## config.mk

```make
export PLATFORM = sky130hd
export DESIGN_NAME = day01_rotation_parser
export DESIGN_NICKNAME = d
export VERILOG_FILES = /design/src/rtl/day01_rotation_parser.sv
export SDC_FILE = /design/constraint.sdc
export NUM_CORES = 1
export LEC_CHECK = 0
export ABC_AREA = 1
export CORE_AREA = 5 5 102 104
export DETAILED_ROUTE_END_ITERATION = 6
export DIE_AREA = 0 0 107 109
export MAX_ROUTING_LAYER = met4
export PLACE_DENSITY = 0.79
export SLEW_MARGIN = 5
export SYNTH_ARGS = -nofsm -noshare
export SYNTH_HDL_FRONTEND = slang
export SYNTH_SLANG_ARGS = --single-unit
```

## constraint.sdc

```tcl
create_clock -name clk -period 3.2 [get_ports clk]
set_input_delay 0.64 -clock clk [delete_from_list [all_inputs] [get_ports clk]]
set_output_delay 0.64 -clock clk [all_outputs]
set_load 0.02 [all_outputs]
```

## src/rtl/day01_rotation_parser.sv

```systemverilog
// Day01 rotation-list parser: walks the byte ROM, turns "L68\n"-style lines into
// (dir, magnitude) tokens on a valid/ready stream, and flags end of input or bad format.
module day01_rotation_parser #(
    parameter int N_ADDR_BITS = 16,
    parameter int VALUE_W     = 16,
    parameter int COUNT_W     = 16
) (
    input  logic                 clk,
    input  logic                 rst_n,
    output logic [N_ADDR_BITS:0] rom_addr,
    input  logic [7:0]           rom_data,
    input  logic                 rom_valid,
    output logic                 tok_valid,
    input  logic                 tok_ready,
    output logic                 tok_dir,
    output logic [VALUE_W-1:0]   tok_value,
    output logic                 tok_sat,
    output logic [COUNT_W-1:0]   tok_count,
    output logic                 done,
    output logic                 err
);
    localparam logic [1:0] S_DIR  = 2'd0;
    localparam logic [1:0] S_NUM  = 2'd1;
    localparam logic [1:0] S_EMIT = 2'd2;
    localparam logic [1:0] S_DONE = 2'd3;

    localparam logic [7:0] CH_L  = 8'h4C;
    localparam logic [7:0] CH_R  = 8'h52;
    localparam logic [7:0] CH_LF = 8'h0A;
    localparam logic [7:0] CH_CR = 8'h0D;

    logic [1:0]         state;
    logic [VALUE_W-1:0] acc;
    logic               acc_sat;
    logic               has_digit;
    logic               pending_end;
    logic               dir;

    logic               fetch;
    logic               at_end;
    logic               is_digit;
    logic [VALUE_W+3:0] acc_ext;
    logic               acc_ovf;

    assign fetch    = (state == S_DIR || state == S_NUM) && !pending_end;
    assign at_end   = pending_end || !rom_valid;
    assign is_digit = (rom_data >= 8'h30) && (rom_data <= 8'h39);
    // acc*10 + digit with 4 bits of headroom so overflow is visible
    assign acc_ext  = ({4'b0, acc} << 3) + ({4'b0, acc} << 1)
                    + {{VALUE_W{1'b0}}, rom_data[3:0]};
    assign acc_ovf  = |acc_ext[VALUE_W+3:VALUE_W];

    always_ff @(posedge clk or negedge rst_n) begin
        if (!rst_n) begin
            rom_addr    <= '0;
            tok_valid   <= 1'b0;
            tok_dir     <= 1'b0;
            tok_value   <= '0;
            tok_sat     <= 1'b0;
            tok_count   <= '0;
            done        <= 1'b0;
            err         <= 1'b0;
            state       <= S_DIR;
            acc         <= '0;
            acc_sat     <= 1'b0;
            has_digit   <= 1'b0;
            pending_end <= 1'b0;
            dir         <= 1'b0;
        end else begin
            // Address parks at all-ones; the last byte then counts as end of input.
            if (fetch) begin
                if (&rom_addr) pending_end <= 1'b1;
                else           rom_addr    <= rom_addr + (N_ADDR_BITS+1)'(1);
            end
            case (state)
                S_DIR: begin
                    if (at_end) begin
                        state <= S_DONE;
                        done  <= 1'b1;
                    end else if (rom_data == CH_L || rom_data == CH_R) begin
                        dir       <= (rom_data == CH_R);
                        acc       <= '0;
                        acc_sat   <= 1'b0;
                        has_digit <= 1'b0;
                        state     <= S_NUM;
                    end else if (rom_data != CH_LF && rom_data != CH_CR) begin
                        err   <= 1'b1;
                        done  <= 1'b1;
                        state <= S_DONE;
                    end
                end
                S_NUM: begin
                    if (at_end || rom_data == CH_LF) begin
                        if (has_digit) begin
                            tok_value <= acc;
                            tok_dir   <= dir;
                            tok_sat   <= acc_sat;
                            tok_valid <= 1'b1;
                            state     <= S_EMIT;
                            if (at_end) pending_end <= 1'b1;
                        end else begin
                            err   <= 1'b1;
                            done  <= 1'b1;
                            state <= S_DONE;
                        end
                    end else if (is_digit) begin
                        acc       <= acc_ovf ? '1 : acc_ext[VALUE_W-1:0];
                        acc_sat   <= acc_sat | acc_ovf;
                        has_digit <= 1'b1;
                    end else if (rom_data != CH_CR) begin
                        err   <= 1'b1;
                        done  <= 1'b1;
                        state <= S_DONE;
                    end
                end
                S_EMIT: begin
                    if (tok_ready) begin
                        tok_valid <= 1'b0;
                        if (~&tok_count) tok_count <= tok_count + COUNT_W'(1);
                        if (pending_end) begin
                            state <= S_DONE;
                            done  <= 1'b1;
                        end else begin
                            state <= S_DIR;
                        end
                    end
                end
                default: begin
                    tok_valid <= 1'b0;
                    done      <= 1'b1;
                end
            endcase
        end
    end
endmodule

```

# Word-level counts from Yosys, hierarchy flattened
# Index checks and enable logic that the tools add are counted.
[classes]
mux = 46
multipliers = 0
div = 0
reduce_logical = 24
n_bitwise = 5
n_shift = 0
eq_ne = 23
n_lt_le_gt_ge = 2
add_sub_neg = 4
[ops]
columns = ["cell", "count"]
rows = [
  ["two-way mux 16 bit", 5],
  ["case mux 16 bit (2 select lines)", 1],
  ["two-way mux 1 bit", 26],
  ["adder 19 x 17 -> 20 bit", 1],
  ["adder 20 x 4 -> 20 bit", 1],
  ["adder 17 x 1 -> 17 bit, second input constant", 1],
  ["AND reduction 17 bit", 1],
  ["adder 16 x 1 -> 16 bit, second input constant", 1],
  ["equality test 8 x 7 -> 1 bit, second input constant", 2],
  ["two-way mux 2 bit", 8],
  ["inequality test 8 x 4 -> 1 bit, second input constant", 2],
  ["AND reduction 16 bit", 1],
  ["inequality test 2 bit, second input constant", 7],
  ["AND reduction 7 bit", 2],
  ["AND reduction 5 bit", 2],
  ["AND reduction 3 bit", 3],
  ["equality test 8 x 4 -> 1 bit, second input constant", 1],
  [">= comparator 8 x 6 -> 1 bit, second input constant", 1],
  ["less-or-equal comparator 8 x 6 -> 1 bit, second input constant", 1],
  ["inequality test 2 x 1 -> 1 bit, second input constant", 3],
  ["inequality test 3 x 2 -> 1 bit, second input constant", 2],
  ["inequality test 3 bit, second input constant", 2],
  ["case mux 1 bit (2 select lines)", 3],
  ["case mux 1 bit (3 select lines)", 2],
  ["other kinds (16)", 25],
]
[word_totals]
mem_count = 0
elab_cells = 118
ram_bits = 0
romBits = 0
regBits = 76
latchBits = 0

# Logic depth before layout (Yosys ltp)
[depth]
word_depth = 8
depth_mapped = 18
ltp_nobuf = 17

# Worst setup path before layout
# OpenSTA, ideal clock, no wires.
[synth_path]
path_kind = "input to register"
start = "input rom_data[3]"
end = "register acc[4]"
stages = 16
path_slack_ps = 458
t_required_ps = 3078
t_arrival_ps = 2620
n_path_buf = 1
setup_ps = 122
cell_sequence = "fa_1 inv_1 fa_1 inv_1 nand2_1 nand2_2 nand3_2 nand2_2 nand2_1 nand3_1 nand2_1 nor2_2 nand2_2 nand2_4 buf_12 nand3_2"
[synth_between]
elab_chain_cells = 6
[synth_rtl]
columns = ["item", "line_no", "source"]
rows = [
  ["from (decl)", "11", "input logic [7:0] rom_data,"],
  ["adder 20 x 4 -> 20 bit", "50", "+ {{VALUE_W{1'b0}}, rom_data[3:0]};"],
  ["OR reduction 4 bit", "51", "assign acc_ovf = |acc_ext[VALUE_W+3:VALUE_W];"],
  ["two-way mux 16 bit", "107", "acc <= acc_ovf ? '1 : acc_ext[VALUE_W-1:0];"],
  ["two-way mux 16 bit", "106", "end else if (is_digit) begin"],
  ["two-way mux 16 bit", "93", "if (at_end || rom_data == CH_LF) begin"],
  ["case mux 16 bit (2 select lines)", "75", "case (state)"],
  ["to (signal assigned)", "107", ""],
  ["to (decl)", "33", "logic [VALUE_W-1:0] acc;"],
]
# Parallel ways exist; a longest one is shown, timed or not. The select of a mux whose other input is x is not followed.
# A chain may end at the register's enable or synchronous reset.

# Worst setup path in the final report
[layout_path]
start = "input rom_data[3]"
end = "register acc[2]"
# The elaborated chain is that of the path after synthesis.

==> impl_metrics.ini <==
[floorplanning]
die_area_um2 = 11700
num_rows = 36
dieWidth_um = 107
start_util_pct = 53.5
core_um2 = 9460
die_y_um = 109
io_pins = 66

[critical_path]
rr_worst_depth = 15
r2r_end = acc[2]
crit_buf_inv = 3
path_class = input port to flop
path_cells = clkdlybuf4s50_1 -> fa_1 -> inv_1 -> fa_1 -> inv_1 -> nand2_1 -> nand2_2 -> nand3_2 -> nand2_2 -> nand2_1 -> nand3_1 -> nand2_1 -> nor2_2 -> nand2_2 -> nand2_8 -> nand3_1
crit_path_top_delay_cell = fa_1
critPathMaxStageDelay_ns = 0.57
rrSetupSlack_ns = 0.55
path_delay_family = adder cells
cp.required_ns = 3.43
cp-end-kind = flop
cp_max_fo = 17
reg2reg_from = acc[0]
cp-start-kind = input port
crit_arrival_ns = 3.20

[cells_and_area]
drive_above_1_share_pct = 13.0
synthToLayoutAreaGrowth_pct = 19.4
fin_nets = 770
nFillCells = 803
n_antenna_cell = 0
finalNonFillerCells = 836

[timing]
hold_ws_ns = 0.421
rsz0062_at_grt = no
worst_slew_pin_slew_ns = 0.943
setup_viol = 0
drv_slew = 0
fin_crit_sh_pct = 93.0
maxSlewHeadroom_pct = 37.1
setup_slack_ns = 0.223
hold_viol_final = 0
max_freq_mhz = 336
period_needed_ns = 2.98
fin_tns_setup_ns = 0
fin_skew_ns = 0.0140

[grt]
first_global_vias = 4286
grt_use_total_pct = 20.7
grt-ovfl-total = 0
antenna_found_initial = 0
grt_pass1_wl_um = 19200
grt_max_degree = 77

[clock_network]
clk_pin_slew_ns = 0.08
tritoncts = done
cts.sinks = 76
cts_buffers = 9
root_buffer = clkbuf_8
clk_latency_ns = 0.35
htreeDepth = 3
post_cts_buffers = 0
cts_hold_buf = 0
clockBufferDepth = 2
ctsResizeCount = 0

[power_and_ir_drop]
total_power_mw = 2.45
peakVddDrop_mv = 0.377
power_density_nw_per_um2 = 406
p_leak_nw = 3.22

[placement]
place_inst = 821
portBuffers = 65
gp_congestion = 0.921
pre_cts_ws_ns = -0.248
hpwl_um = 8660

[yosys]
yosysMostFrequentCell = nand2_1
syn_area_per_cell_um2 = 7.89
synth_top_area_share_pct = 37.6
synthCells = 641
synth.area.top_cells = dfrtp_1 (38%), nand2_1 (14%), ha_1 (9.4%)
ys_types = 44
synth_edf_count = 0
synth_nets = 693
synth_top_area_cell = dfrtp_1
synth-seq-area-share_pct = 37.6
yosys_register_bits = 76
synthTopCellsByCount = nand2_1 (192), inv_1 (84), dfrtp_1 (76)
synth_ff_type = dfrtp_1
netlist_area_um2 = 5060
yosysWarnings = 0
async_flop_share_pct = 100

[worst_hold_path]
hold_path.class = input port to async pin

[drt]
drtPass1Iterations = 4
post-route-drc-count = 0
dr_total_vias = 4335
initialDrtViolationCount = 205
ant_nets = 0
wire_per_inst_um = 13.3
drt_wl_total_um = 11100
vias_per_cell = 5.19

[run]
max-cap-violations = 0

[status]
status = completed
==> cell families after synthesis <==
logic type / share of synthesized area [%]
XOR/XNOR: 6.23
adder cells (fa/ha/maj): 10.2
AO/OA/AOI/OAI: 6.48
multiplexers: 0.445
buffers and inverters: 8.38
flip-flops: 37.6
AND/OR/NAND/NOR: 30.7
==> area by class of cell <==
type | instances | area (µm²) | area share [%]
multi-input cells | 464 | 2740 | 45.4
flip-flops and latches | 76 | 1900 | 31.5
repair buffers | 74 | 716 | 11.8
inverters | 93 | 352 | 5.82
well taps | 114 | 143 | 2.36
clock buffers | 9 | 124 | 2.05
clock inverters | 6 | 63.8 | 1.06
==> stage by stage <==
| stage | util (%) | area [µm²] |
|---|---|---|
| floorplan | - | 5060 |
| global placement | 61.8 | 5840 |
| detailed placement | 61.8 | 5840 |
| CTS | 63.8 | 6030 |
| global route | 63.9 | 6040 |
| finish | 63.9 | 6040 |
==> state kept, by name, summed over array words and instances (netlist names) <==
name	flops
acc	16
acc_sat	1
dir	1
done	1
err	1
has_digit	1
pending_end	1
rom_addr	17
state	2
tok_count	16
tok_dir	1
tok_sat	1
tok_valid	1
tok_value	16
==> worst max path at each step <==
stage                startpoint      end  slack (ns)  cells past startpoint
floorplan           rom_data[3]   acc[4]        0.46                     16
global placement    rom_data[3]  acc[15]       -0.11                     16
detailed placement  rom_data[3]   acc[2]       -0.25                     16
CTS                 rom_data[3]   acc[2]        0.14                     16
global route        rom_data[3]  acc[15]        0.02                     16
finish              rom_data[3]   acc[2]        0.22                     16
==> cells in the final DEF (no fill, tap or decap), types with 12 or more instances in the layout <==
cell,n
xor2_1,24
nor2_1,36
inv_1,84
dfrtp_1,76
nand3_1,32
xnor2_1,12
o21ai_0,21
nand2_2,24
ha_1,38
nand2_1,192
a21oi_1,14
clkdlybuf4s50_1,64
==> where the power goes <==
part	switching, mW	leakage [nW]	internal (mW)
clock network	0.361	0.0915	0.356
logic	0.408	2.15	0.235
registers	0.0653	0.975	1.03
==> worst register-to-register path, stage by stage (launching register included) <==
cell,delay [ns]
dfrtp_1,0.44
fa_1,0.54
inv_1,0.07
fa_1,0.42
inv_1,0.08
nand2_1,0.08
nand2_2,0.10
nand3_2,0.08
nand2_2,0.07
nand2_1,0.06
nand3_1,0.08
nand2_1,0.06
nor2_2,0.11
nand2_2,0.09
nand2_8,0.15
nand3_1,0.09
==> layer usage <==
metal	vias to the layer above	track usage [%]	part of all wire, %	wire length, µm
li1	2181	-	-	-
met1	2040	26.8	47	5180
met4	0	6.39	2.1	235
met5	-	-	0	0
met2	92	33.8	47	5270
met3	22	3.37	4.0	443
Note: power is estimated with default switching activity, not from simulation.
